<file path="config.mk">
export PLATFORM = sky130hd
export DESIGN_NAME = mac_array_sequencer
export DESIGN_NICKNAME = d
export VERILOG_FILES = /design/src/rtl/mac_array_sequencer.sv
export SDC_FILE = /design/constraint.sdc
export NUM_CORES = 1
export LEC_CHECK = 0
export BUFFER_PORTS_ARGS = -buffer_cell sky130_fd_sc_hd__clkbuf_2
export CELL_PAD_IN_SITES_DETAIL_PLACEMENT = 0
export CELL_PAD_IN_SITES_GLOBAL_PLACEMENT = 2
export CORE_AREA = 2 2 519 521
export DETAILED_ROUTE_END_ITERATION = 10
export DIE_AREA = 0 0 521 523
export GPL_ROUTABILITY_DRIVEN = 0
export MAX_ROUTING_LAYER = met4
export PLACE_DENSITY = 0.3
export SETUP_SLACK_MARGIN = 0.2
export SLEW_MARGIN = 20
export SYNTH_ARGS = -nofsm -noshare
export SYNTH_HDL_FRONTEND = slang
export SYNTH_SLANG_ARGS = --single-unit
</file>
<file path="constraint.sdc">
create_clock -name clk -period 3.05 [get_ports clk]
set_clock_uncertainty 0.1 [all_clocks]
set_input_delay 0.61 -clock clk [delete_from_list [all_inputs] [get_ports clk]]
set_output_delay 0.61 -clock clk [all_outputs]
set_load 0.01 [all_outputs]
</file>
<file path="src/rtl/mac_array_sequencer.sv">
`default_nettype none
// ============================================================================
// Module   : mac_array_sequencer
// Purpose  : Programmable control sequencer for the MAC array. A conv command
//            fetches a KxK weight kernel from weight BRAM into the weight
//            preload chains, commits it into the MACs, then streams ifmaps
//            windows from the input FIFO with empty-aware flow control. One
//            compute strobe per window; a valid strobe follows MAC_LATENCY
//            cycles later. The pool command (MAC_POOL_EN) skips the weight
//            phase and leaves the MAC weights untouched.
// Ports    : clk, rst (async, active-high)
//            start, abort, op, kernel_size, weight_base_addr, num_windows
//                                            - command inputs
//            bram_rd_en, bram_addr, bram_rdata - weight BRAM read port
//            weight_shift_en, mac_load_weight  - weight preload control
//            ifmaps_fifo_empty, ifmaps_fifo_rd_en - ifmaps FIFO handshake
//            mac_load_ifmaps, mac_compute, mac_o_valid - MAC array control
//            busy, done, err                 - status (done/err are pulses)
// Config   : `define MAC_POOL_EN enables op=1 (pool); otherwise op=1 errors.
// Revision : 1.0 - initial release
// ============================================================================
module mac_array_sequencer #(
  parameter int MAC_NUM            = 256,
  parameter int DATA_W             = 5,
  parameter int MAX_K              = 5,
  parameter int BRAM_ADDRESS_WIDTH = 12,
  parameter int WIN_W              = 16,
  parameter int MAC_LATENCY        = 2
) (
  input  logic                          clk,
  input  logic                          rst,
  input  logic                          start,
  input  logic                          abort,
  input  logic [1:0]                    op,
  input  logic [2:0]                    kernel_size,
  input  logic [BRAM_ADDRESS_WIDTH-1:0] weight_base_addr,
  input  logic [WIN_W-1:0]              num_windows,
  output logic                          bram_rd_en,
  output logic [BRAM_ADDRESS_WIDTH-1:0] bram_addr,
  input  logic [DATA_W*MAC_NUM-1:0]     bram_rdata,
  output logic                          weight_shift_en,
  output logic                          mac_load_weight,
  input  logic                          ifmaps_fifo_empty,
  output logic                          ifmaps_fifo_rd_en,
  output logic                          mac_load_ifmaps,
  output logic                          mac_compute,
  output logic                          mac_o_valid,
  output logic                          busy,
  output logic                          done,
  output logic                          err
);

  localparam int c_KK_W = $clog2(MAX_K * MAX_K + 1);
  // All valid-pipe stages except the output stage: a strobe still travelling.
  localparam logic [MAC_LATENCY-1:0] c_VPIPE_BODY =
      MAC_LATENCY'((1 << (MAC_LATENCY - 1)) - 1);

  typedef enum logic [2:0] {
    S_IDLE   = 3'd0,
    S_LOAD_W = 3'd1,
    S_COMMIT = 3'd2,
    S_STREAM = 3'd3,
    S_DRAIN  = 3'd4
  } state_t;

  state_t                          r_state;
  logic [c_KK_W-1:0]               r_kk;
  logic [WIN_W-1:0]                r_num_win;
  logic [c_KK_W-1:0]               r_rd_cnt;
  logic [c_KK_W-1:0]               r_elem_cnt;
  logic [WIN_W-1:0]                r_win_cnt;
  logic                            r_bram_rd_en;
  logic [BRAM_ADDRESS_WIDTH-1:0]   r_bram_addr;
  logic                            r_shift_en;
  logic                            r_load_weight;
  logic                            r_load_ifmaps;
  logic                            r_compute;
  logic [MAC_LATENCY-1:0]          r_vpipe;
  logic                            r_done;
  logic                            r_err;

  logic w_k_ok;
  logic w_op_ok;
  logic w_cmd_ok;
  logic w_pop;
  logic w_unused;

  // Weight data goes straight from BRAM to the preload chains, not through here.
  assign w_unused = ^bram_rdata;

  assign w_k_ok = (kernel_size != 3'd0) && (int'(kernel_size) <= MAX_K);
`ifdef MAC_POOL_EN
  assign w_op_ok = (op == 2'd0) || (op == 2'd1);
`else
  assign w_op_ok = (op == 2'd0);
`endif
  assign w_cmd_ok = w_k_ok && w_op_ok && (num_windows != '0);

  // Pop is combinational on empty so a window streams with no bubbles.
  assign w_pop = (r_state == S_STREAM) && !ifmaps_fifo_empty &&
                 (r_win_cnt != r_num_win);

  always_ff @(posedge clk or posedge rst) begin
    if (rst) begin
      r_state       <= S_IDLE;
      r_kk          <= '0;
      r_num_win     <= '0;
      r_rd_cnt      <= '0;
      r_elem_cnt    <= '0;
      r_win_cnt     <= '0;
      r_bram_rd_en  <= 1'b0;
      r_bram_addr   <= '0;
      r_shift_en    <= 1'b0;
      r_load_weight <= 1'b0;
      r_load_ifmaps <= 1'b0;
      r_compute     <= 1'b0;
      r_vpipe       <= '0;
      r_done        <= 1'b0;
      r_err         <= 1'b0;
    end else begin
      r_done        <= 1'b0;
      r_err         <= 1'b0;
      r_load_weight <= 1'b0;
      r_compute     <= 1'b0;
      r_shift_en    <= r_bram_rd_en;
      r_load_ifmaps <= w_pop;
      r_vpipe       <= (r_vpipe << 1) | MAC_LATENCY'(r_compute);

      if (abort) begin
        // The element popped this cycle is dropped: load_ifmaps is not raised.
        r_state       <= S_IDLE;
        r_bram_rd_en  <= 1'b0;
        r_shift_en    <= 1'b0;
        r_load_ifmaps <= 1'b0;
        r_vpipe       <= '0;
      end else begin
        case (r_state)
          S_IDLE: begin
            if (start) begin
              if (!w_cmd_ok) begin
                r_err <= 1'b1;
              end else begin
                r_kk       <= c_KK_W'(kernel_size) * c_KK_W'(kernel_size);
                r_num_win  <= num_windows;
                r_rd_cnt   <= '0;
                r_elem_cnt <= '0;
                r_win_cnt  <= '0;
                if (op == 2'd0) begin
                  r_state      <= S_LOAD_W;
                  r_bram_rd_en <= 1'b1;
                  r_bram_addr  <= weight_base_addr;
                end else begin
                  r_state <= S_STREAM;
                end
              end
            end
          end

          S_LOAD_W: begin
            if (r_bram_rd_en) begin
              if (r_rd_cnt == r_kk - c_KK_W'(1)) begin
                r_bram_rd_en <= 1'b0;
              end else begin
                r_bram_addr <= r_bram_addr + BRAM_ADDRESS_WIDTH'(1);
                r_rd_cnt    <= r_rd_cnt + c_KK_W'(1);
              end
            end else if (r_shift_en) begin
              // Final shift is happening now; commit next cycle.
              r_state       <= S_COMMIT;
              r_load_weight <= 1'b1;
            end
          end

          S_COMMIT: r_state <= S_STREAM;

          S_STREAM: begin
            if (w_pop) begin
              // Counters run on the pop side; the compute strobe lands one
              // cycle later, aligned with delivery of the window's last element.
              if (r_elem_cnt == r_kk - c_KK_W'(1)) begin
                r_elem_cnt <= '0;
                r_compute  <= 1'b1;
                r_win_cnt  <= r_win_cnt + WIN_W'(1);
                if (r_win_cnt + WIN_W'(1) == r_num_win) begin
                  r_state <= S_DRAIN;
                end
              end else begin
                r_elem_cnt <= r_elem_cnt + c_KK_W'(1);
              end
            end
          end

          S_DRAIN: begin
            // Done lands the cycle after the last valid leaves the pipe.
            if (!r_compute && ((r_vpipe & c_VPIPE_BODY) == '0)) begin
              r_done  <= 1'b1;
              r_state <= S_IDLE;
            end
          end

          default: r_state <= S_IDLE;
        endcase
      end
    end
  end

  assign bram_rd_en        = r_bram_rd_en;
  assign bram_addr         = r_bram_addr;
  assign weight_shift_en   = r_shift_en;
  assign mac_load_weight   = r_load_weight;
  assign ifmaps_fifo_rd_en = w_pop;
  assign mac_load_ifmaps   = r_load_ifmaps;
  assign mac_compute       = r_compute;
  assign mac_o_valid       = r_vpipe[MAC_LATENCY-1];
  assign busy              = (r_state != S_IDLE);
  assign done              = r_done;
  assign err               = r_err;

endmodule
`default_nettype wire

</file>
### After elaboration in Yosys (flattened, before gate mapping)

Index checks and enable logic that the tools add are counted.

* bits in registers: 71
* latch bits: 0
* bits in writable memories: 0
* memory bits (read-only): 0
* bits of input ports: 1318
* output and inout bits: 22
* memories: 0

* add/sub/neg operators: 5
* multipliers: 1
* divide/modulo/power cells: 0
* $lt $le $gt $ge: 1
* eq/ne operators: 24
* shift-type cells: 0
* muxes and demuxes: 55
* bitwise gates (word level): 2
* reductions and logical operators: 24

Operator list (number)
* 16-bit two-way mux: 4
* 12-bit two-way mux: 5
* 16-bit case mux with 2 select lines: 1
* 5-bit two-way mux: 6
* 3-bit two-way mux: 9
* 12-bit case mux with 2 select lines: 1
* 1-bit two-way mux: 23
* 3-bit inequality test, second input constant: 7
* 5-bit case mux with 2 select lines: 2
* 16-bit by 1-bit adder with 16-bit output, second input constant: 1
* 16-bit equality test: 1
* 16-bit inequality test: 1
* 16-bit nonzero test: 1
* 3-bit case mux with 5 select lines: 1
* 12-bit by 1-bit adder with 12-bit output, second input constant: 1
* 2-bit inequality test, second input constant: 6
* 6-bit AND reduction: 2
* 5-bit by 1-bit adder with 5-bit output, second input constant: 2
* 5-bit equality test: 2
* 3-bit nonzero test: 3
* 4-bit AND reduction: 2
* 8-bit AND reduction: 1
* 7-bit AND reduction: 1
* 3-bit by 2-bit equality test with 1-bit output, second input constant: 2
* other kinds (17): 27

### Depth between registers and ports, before layout

Gate-level depths: netlist of the first run.

* depth in word-level cells: 8
* gate-level depth with buffers: 11
* gate-level depth less buffers: 9

### Worst setup path before layout of the first run

No wires, ideal clock.

* kind: input to register
* from: input kernel_size[0]
* to: register r_num_win[10]
* data arrival time: 2.289 ns
* setup slack: 0.537 ns
* stages: 6
* path buffers: 1
* cells stage by stage: nor3_1 > a2111oi_2 > nand3_1 > nor3_1 > buf_2 > mux2_2

* word-level cells in the longest chain between the ends: 5
* elaborated cells between the ends (all ways): 6
* classes of those cells: order compare: 1; reduce/logical: 5

Ends and longest elaborated chain
* start, declared: RTL line 35 `input logic [2:0] kernel_size,`
* 3-bit <= comparator / 3-bit nonzero test (equally long branches): RTL line 91 `assign w_k_ok = (kernel_size != 3'd0) && (int'(kernel_size) <= MAX_K);`
* 1-bit logical AND *: RTL line 91
* 1-bit logical AND * (2 in series): RTL line 97 `assign w_cmd_ok = w_k_ok && w_op_ok && (num_windows != '0);`
* 4-bit AND reduction (no source line) *
* end signal, assigned: RTL line 144 `r_num_win <= num_windows;`
* end, declared: RTL line 68 `logic [WIN_W-1:0] r_num_win;`

Mark *: on every way between the ends. The rest lies on a longest branch, timed or not.
A chain may end at the register's enable or synchronous reset.

### Worst setup path in the final report of the first run

* from: register r_num_win[8]
* to: output ifmaps_fifo_rd_en

* word-level cells in the longest chain between the ends: 2

Ends and longest elaborated chain
* 16-bit inequality test: RTL line 101 `(r_win_cnt != r_num_win);`
* 1-bit logical AND: RTL line 100 `assign w_pop = (r_state == S_STREAM) && !ifmaps_fifo_empty &&`
* end, declared: RTL line 44 `output logic ifmaps_fifo_rd_en,`

Every way passes these cells.

==> results of run 1 <==
==> through the flow <==
step	total power, mW	worst slack, ns	utilization, %	std cells
6_report	4.83	0.0842	3.73	4128
5_1_grt	5.22	-0.0230	3.73	4128
4_1_cts	4.89	-0.0827	3.70	4126
3_5_place_dp	3.38	0.0760	3.52	4104
3_3_place_gp	3.40	0.0641	3.52	4104
2_1_floorplan	2.47	0.537	-	458
==> sequential cells by signal, summed over array words and instances (netlist names) <==
register / count
r_elem_cnt: 5
r_vpipe: 2
mac_compute: 1
mac_load_ifmaps: 1
r_kk: 4
bram_addr: 12
r_num_win: 16
weight_shift_en: 1
mac_load_weight: 1
err: 1
done: 1
r_rd_cnt: 5
r_win_cnt: 16
r_state: 3
bram_rd_en: 1
==> cell type report <==
type                            count  area share, %
Sequential cell                    70           17.6
Multi-Input combinational cell    352           24.9
Timing Repair Buffer              128           9.11
Clock inverter                      6          0.930
Inverter                           10          0.415
Tap cell                         3552           44.6
Clock buffer                       10           2.40
==> placed cells by master, fill, tap and decap left out, types with 9 or more instances in the layout <==
master	instances
sky130_fd_sc_hd__dfrtp_1	66
sky130_fd_sc_hd__buf_4	61
sky130_fd_sc_hd__clkbuf_2	58
sky130_fd_sc_hd__nand2_1	42
sky130_fd_sc_hd__a21oi_1	26
sky130_fd_sc_hd__o21ai_0	24
sky130_fd_sc_hd__nor2_1	23
sky130_fd_sc_hd__nand3_1	21
sky130_fd_sc_hd__xor2_1	21
sky130_fd_sc_hd__mux2_2	18
sky130_fd_sc_hd__xnor2_1	16
sky130_fd_sc_hd__nand4_1	15
sky130_fd_sc_hd__nor3_1	12
sky130_fd_sc_hd__nor4_1	11
sky130_fd_sc_hd__o21a_1	10
sky130_fd_sc_hd__clkbuf_16	10
sky130_fd_sc_hd__nor2b_1	9
==> per-layer routing <==
layer | up-vias | track usage (%) | routed length, um
li1 | 1902 | - | -
met1 | 1970 | 2.10 | 10400
met2 | 39 | 2.83 | 11200
met3 | 13 | 0.332 | 467
met4 | 0 | 0.839 | 491
met5 | - | - | 0
==> worst reg2reg max path: stages, from the launching register on <==
cell and delay [ns]:
sky130_fd_sc_hd__dfrtp_1 0.42, sky130_fd_sc_hd__inv_2 0.08, sky130_fd_sc_hd__ha_4 0.20, sky130_fd_sc_hd__xnor2_1 0.13, sky130_fd_sc_hd__nor3_2 0.22, sky130_fd_sc_hd__nand3_2 0.14
sky130_fd_sc_hd__buf_6 0.17, sky130_fd_sc_hd__nand3b_1 0.19, sky130_fd_sc_hd__nor4b_2 0.32, sky130_fd_sc_hd__buf_4 0.15, sky130_fd_sc_hd__nand4_1 0.15, sky130_fd_sc_hd__buf_6 0.19
sky130_fd_sc_hd__o221a_2 0.12
==> timing repair <==
action                     4_1_cts  5_1_grt
resized for setup               19       13
buffers inserted                 6        2
setup endpoints to repair        4        7
hold buffers                     0        0
pin swaps                        4        7
==> synth_stat cells, drive strengths merged, types with 9 or more instances <==
cell    instances  area share [%]
nor3           15             1.8
nor4           13             2.1
inv            10            0.88
xnor2          18             3.7
nor2b           9             1.3
mux2           18             4.8
nand4          15             2.2
nand3          23             2.8
o21ai          26             3.2
nand2          43             3.9
a21oi          30             3.7
nor2           24             2.1
dfrtp          70              41
clkbuf         16             1.4
o21a           10             1.8
xor2           23             4.7
buf            10             1.4
==> worst max path at each step <==
stage	startpoint	endpoint	slack, ns	cells after the start
floorplan	kernel_size[0]	r_num_win[10]	0.54	6
global placement	r_win_cnt[2]	r_state[1]	0.06	9
detailed placement	kernel_size[0]	r_win_cnt[4]	0.08	10
CTS	r_win_cnt[8]	ifmaps_fifo_rd_en	-0.08	7
global route	r_win_cnt[5]	ifmaps_fifo_rd_en	-0.02	7
finish	r_num_win[8]	ifmaps_fifo_rd_en	0.08	7
==> power by group <==
group / leakage, nW / total (mW) / switching (mW) / internal [mW]
logic: 1.48 / 1.98 / 1.04 / 0.941
registers: 0.906 / 1.54 / 0.353 / 1.18
clock network: 0.155 / 1.31 / 0.571 / 0.743
total: 2.54 / 4.83 / 1.97 / 2.87
==> kinds of logic after synthesis <==
family,count (synthesis)
buffers and inverters,36
xor gates and xnor gates,44
muxes,20
and+or+nand+nor,184
AOI/OAI and AO/OA,98
adders and majority gates,6
DFF,70
==> results.txt, run 1 <==
The mean routed wirelength per cell was 5.45 um. 0 antenna diodes ended up in the layout. The worst setup path is launched from a flop. Headroom to the max-slew limit came out at 46.7%.

For this run, the slowest stage of the critical path takes 0.54 ns. Of the total synthesized cell area, the portion taken by AND, OR, NAND and NOR gates is 23.3%. For this configuration, the core starts out at a cell density of 1.59%. The run gives 0 as the hold violation total from the final report. The data arrival time of the critical path was 2.26 ns; the number of nets with antenna violations after routing was 0. The count of buffers added on input and output ports is 59.

The global-route usage over all layers is 1.76%. For this block, the routed nets add up to 22500 um of wire. TritonCTS built the clock tree.

The worst setup path is captured at an output port. In the final layout, the share of cells above drive strength 1 is 34.7%. Static timing analysis puts the maximum clock frequency at 337 MHz. The synthesized netlist occupies a cell area of 4250 um2. Mux contribution to synthesized area: 5.24%. The category of the most critical setup path was flop to output port. Counting flops with an async set or reset pin after synthesis yields a share of 100%. For the pin with the worst max-slew slack, the measured transition is 0.799 ns. The number of buffers and inverters on the critical path is 2.

The number of placement rows came out at 190. Counting every net in the synthesized netlist gives 1782. Die area: 272000 um2. For the number of buffers created by CTS, the log shows 9. The worst register-to-register path ends at r_state[1]. Synthesis inferred 70 register bits. The clock network latency to the later pin of the worst-skew pair is 0.40 ns, and the setup TNS is 0 ns.

The combinational family with the most area after synthesis was simple AND/OR/NAND/NOR gates. The synthesized netlist devotes 14.7% of its cell area to compound gates. Number of max-slew violations in the final report: 0. In the synthesized netlist, the number of instances is 458. The worst-case clock buffer depth was 2; the share of the clock period used by the worst path after layout was 97.2%.

In this run the vertical extent of the chip is 523 um. 1340 I/O pins were placed. In this run, distinct cell masters in the synthesized netlist total 60.

For the total clock sinks, the log shows 70. For this design the static power due to leakage is 2.54 nW. For this run the aggregate overflow at the end of global routing stands at 0. The H-tree was split into 3 levels. The core region is 267000 um2. In the synthesized netlist the dominant register cell turns out to be sky130_fd_sc_hd__dfrtp_1. The run finished with clean final reports. The tool flagged a number of max-cap violations equal to 0. The logs give 2.34 ns for the data required time of the worst path and 17500 um for the post-detailed-placement half-perimeter wirelength. The DRC violation count after routing was 0; the final worst hold slack was 0.127 ns. The tools report the number of global-route vias before repair as 4084.

Traced cell by cell, the critical path runs through xor2_2 -> or4_4 -> nor4_4 -> a21oi_4 -> nand2_2 -> inv_4 -> clkbuf_16. For the area taken by multi-input logic gates, the log shows 2480 um2. The setup check on the worst reg-to-reg path leaves a slack of 0.36 ns. The routed layout has 3924 vias. Registers take 1760 um2. The average via count per standard cell was 0.951. The xor/xnor cell area share of the yosys netlist was 10.1%; the number of warnings reported in the yosys synthesis log was 0. Among cell families on the critical path, the largest total delay comes from simple AND/OR/NAND/NOR gates. Entering global routing, the biggest net connects 71 pins. The first global-routing pass estimated 31900 um of wire.

For the total iterations of the first detailed-routing run, the log shows 4. The cell with the largest stage delay on the worst path was sky130_fd_sc_hd__or4_4. The run gives 0 as the number of setup violations in the final report. After the last flow step, the layout net total stands at 1895. After routing the design area is 9960 um2.

The fraction of the mapped netlist area in adder cells works out to 1.77%. The final critical path time including I/O delays and setup is 2.97 ns. The average instance in the mapped netlist occupies 9.27 um2.

After synthesis, flip-flops and latches occupy 41.2% of the total area. In this run the power density over the cells is 485 nW/um2. The layout has 31700 filler cells.

The total placed instance area came out at 9400 um2. The worst min-delay path class was primary input to asynchronous set/reset pin. Setup repair after global routing could not meet its margin everywhere. The peak ir drop on the vdd network was 225 uV; the number of DRC markers in iteration 0 was 107.

The run gives 1 as the number of antenna violations at the first check in global routing. The count of cells along the worst register-to-register path is 12. The clock transition at the register clock pins on the worst setup and hold paths after CTS works out to 0.08 ns.

Measured along the x axis, the die boundary spans 521 um. Counting flops with a built-in enable in the synthesized netlist gives 0. The layout-stage area growth over the synthesis result was 134%. The root buffer cell chosen for the clock tree is sky130_fd_sc_hd__clkbuf_16.

The startpoint of the most critical register-to-register path was r_kk[2]. The largest driver fanout on the critical path works out to 2.
(Power assumes the default switching activity.)
==> run 2, diff against run 1 <==
--- a/config.mk
+++ b/config.mk
@@ -14,7 +14,8 @@
 export GPL_ROUTABILITY_DRIVEN = 0
 export MAX_ROUTING_LAYER = met4
 export PLACE_DENSITY = 0.3
-export SETUP_SLACK_MARGIN = 0.2
+export REMOVE_ABC_BUFFERS = 1
+export SETUP_SLACK_MARGIN = 0.4
 export SLEW_MARGIN = 20
 export SYNTH_ARGS = -nofsm -noshare
 export SYNTH_HDL_FRONTEND = slang
==> run 2 against run 1 <==
Against the previous run: routed wire length shrank 6.4%; sequential power is essentially flat; maximum frequency grew 4.8%; via count shrank 3.3%; register-to-register slack gained 0.11 ns; utilization shrank 0.062 points; cell count shrank 0.27%; worst setup slack gained 0.13 ns; count of clock-buffer cells in the layout grew 1; worst hold slack gained 0.21 ns; critical path type unchanged; largest cell class unchanged; highest routed layer unchanged.
==> results.txt, run 2 (same netlist as run 1, synthesis figures left out) <==
The core area was 267000 um2; the peak ir drop on the vdd network was 247 uV. For this run, the detailed router's first-pass iteration total came to 4. The global-route wire length before repair was 30500 um; the horizontal die dimension was 521 um. The data arrival time of the critical path is 2.12 ns. The tools report the hold violation total from the final report as 0.

Setup slack closes at 0.219 ns. The number of buffers and inverters on the critical path is 2. Data on the critical path is required at its endpoint by 2.34 ns. Of the cells placed in the final design, the portion with a size suffix greater than 1 is 32.9%. Number of DRC markers in iteration 0: 154. The initial utilization of the core area, before any placement, comes to 1.59%. Number of port buffers: 59.

The largest net degree at the start of global routing was 71. Setup repair after global routing could not meet its margin everywhere. The number of placement rows was 190. The run gives 0 as the number of max-slew violations in the final report.

The overall power after layout was 4.49 mW; the combinational fraction of design power was 42.9%. For the cell area after layout, the log shows 9790 um2. TritonCTS built the clock tree. In this run the tightest slew margin relative to its limit is 62.6%. In this run the cell area measured after placement is 9270 um2.

The most frequent standard cell in the layout excluding fill and tap cells was sky130_fd_sc_hd__dfrtp_1. Registers are responsible for 33.6% of the overall power. The power per cell area is 459 nW/um2. Root buffer selected by CTS: sky130_fd_sc_hd__clkbuf_16.

For this design, the slowest cell found on the critical path is sky130_fd_sc_hd__or4_4. The analysis attributes to cell leakage a power of 2.45 nW. In this run the worst path has a maximum fanout of 4. The run finished with clean final reports. At the end of the flow, the number of nets in the layout was 1884.

The analysis attributes to net switching a power of 1.83 mW. The run gives 0 as the number of setup violations in the final report. Dividing the detail-routed wire length by the instance count gives 5.11 um. Hold repair after CTS inserted 0 buffers. The logs give 3794 for the via count and 1.60% for the global-route usage over all layers. In the layout the commonest cells are sky130_fd_sc_hd__dfrtp_1, sky130_fd_sc_hd__clkbuf_2, sky130_fd_sc_hd__buf_4. In this run the remaining antenna-violating nets after routing total 0.

Critical path launch point type: a flop. The number of global-route vias before repair is 4009, and the clock group share of total power is 23.5%. The min-delay analysis places its worst path in the category primary input to asynchronous set/reset pin. The detailed-route wire length is 21000 um, and the final antenna diode count is 0.

The number of max-cap violations was 0. The critical path goes through xor2_1 -> or4_4 -> nor4_4 -> a21oi_4 -> nand2_2 -> inv_4 -> buf_8. The number of antenna violations at the first check in global routing is 4. The top achievable clock speed is 353 MHz, and the total overflow reported by the global router is 0. The actual transition at the worst max-transition pin works out to 0.561 ns. Net switching is 40.6% of the power. For the setup TNS, the log shows 0 ns.

Among cell families on the critical path, the largest total delay comes from simple AND/OR/NAND/NOR gates. The internal power consumption came out at 2.67 mW. In this run the number of H-tree levels came out at 3. The critical path is of the flop to output port type. The maximum single-stage delay on the critical path was 0.55 ns; the die boundary height was 523 um. The count of placed standard cells in the final layout, fillers left out was 4117. The total clock sinks was 70. The worst path uses 92.8% of the clock period. Clock-pin slew was measured on the worst setup and hold paths at 0.07 ns.

OpenSTA, run right after detailed placement, puts the worst setup slack at 0.129 ns. The cell count after placement was 4089; the final critical path time including I/O delays and setup was 2.83 ns. The tools report the die area as 272000 um2. The number of buffers created by CTS is 9, and the I/O pin count is 1340.

Using the TritonRoute via totals, the vias-per-cell ratio works out to 0.922. On the final layout, the worst hold slack is 0.337 ns. The clock network latency to the later pin of the worst-skew pair was 0.36 ns. The layout-stage area growth over the synthesis result is 130%, and the post-route core utilization is 3.67%.

The setup check on the worst reg-to-reg path leaves a slack of 0.47 ns. The run gives 16800 um as the post-detailed-placement half-perimeter wirelength. The run gives 2 as the worst-case clock buffer depth. The kind of capture point of the worst setup path was an output port.

After detailed routing, the number of remaining DRC violations is 0.
==> run 2: repair_timing <==
item / 4_1_cts / 5_1_grt
buffers inserted: 5 / 7
resized for setup: 17 / 14
pin swaps: 9 / 6
cloned: 0 / 0
setup endpoints to repair: 6 / 24
==> run 2: final cells by class <==
| type | instances | area (um2) |
|---|---|---|
| Tap cell | 3552 | 4440 |
| Timing Repair Buffer | 117 | 782 |
| Multi-Input combinational cell | 352 | 2490 |
| Clock buffer | 11 | 243 |
| Clock inverter | 5 | 35.0 |
| Sequential cell | 70 | 1760 |
| Fill cell | 31700 | 257000 |
| Inverter | 10 | 41.3 |
==> run 2: power by group through the flow <==
stage / sequential [mW] / combinational, mW / clock, mW
CTS: 1.53 / 1.87 / 1.12
finish: 1.51 / 1.93 / 1.05
floorplan: 1.49 / 0.945 / 0
detailed placement: 1.54 / 1.78 / 0
global placement: 1.55 / 1.80 / 0
global route: 1.56 / 2.18 / 1.15
==> run 2: path summary, 6_finish.rpt <==
path / start / to / depth (start not counted)
min in group clk: r_vpipe[0] / done / 1
max: r_win_cnt[2] / ifmaps_fifo_rd_en / 7
max reg2reg: r_win_cnt[1] / r_state[1] / 8
min: rst / r_num_win[4] / 3
max in group asynchronous: rst / bram_addr[11] / 3
min reg2reg: r_vpipe[0] / done / 1
==> run 2: routing by layer <==
layer | GRT usage, % | routed length [um] | vias to the layer above | share of wire (%)
met1 | 1.91 | 9300 | 1864 | 44
met5 | - | 0 | - | 0
met4 | 0.414 | 296 | 0 | 1.4
met3 | 0.372 | 776 | 21 | 3.7
li1 | - | - | 1866 | -
met2 | 2.70 | 10700 | 43 | 51
==> run 2: worst register-to-register path, cell delays in order, from the launching register on <==
cell                       delay [ns]
sky130_fd_sc_hd__dfrtp_1         0.41
sky130_fd_sc_hd__ha_1            0.24
sky130_fd_sc_hd__nand2_1         0.07
sky130_fd_sc_hd__or4_1           0.54
sky130_fd_sc_hd__xnor2_1         0.29
sky130_fd_sc_hd__nand2b_1        0.11
sky130_fd_sc_hd__nor4b_2         0.32
sky130_fd_sc_hd__nand4_1         0.22
sky130_fd_sc_hd__o221a_2         0.18
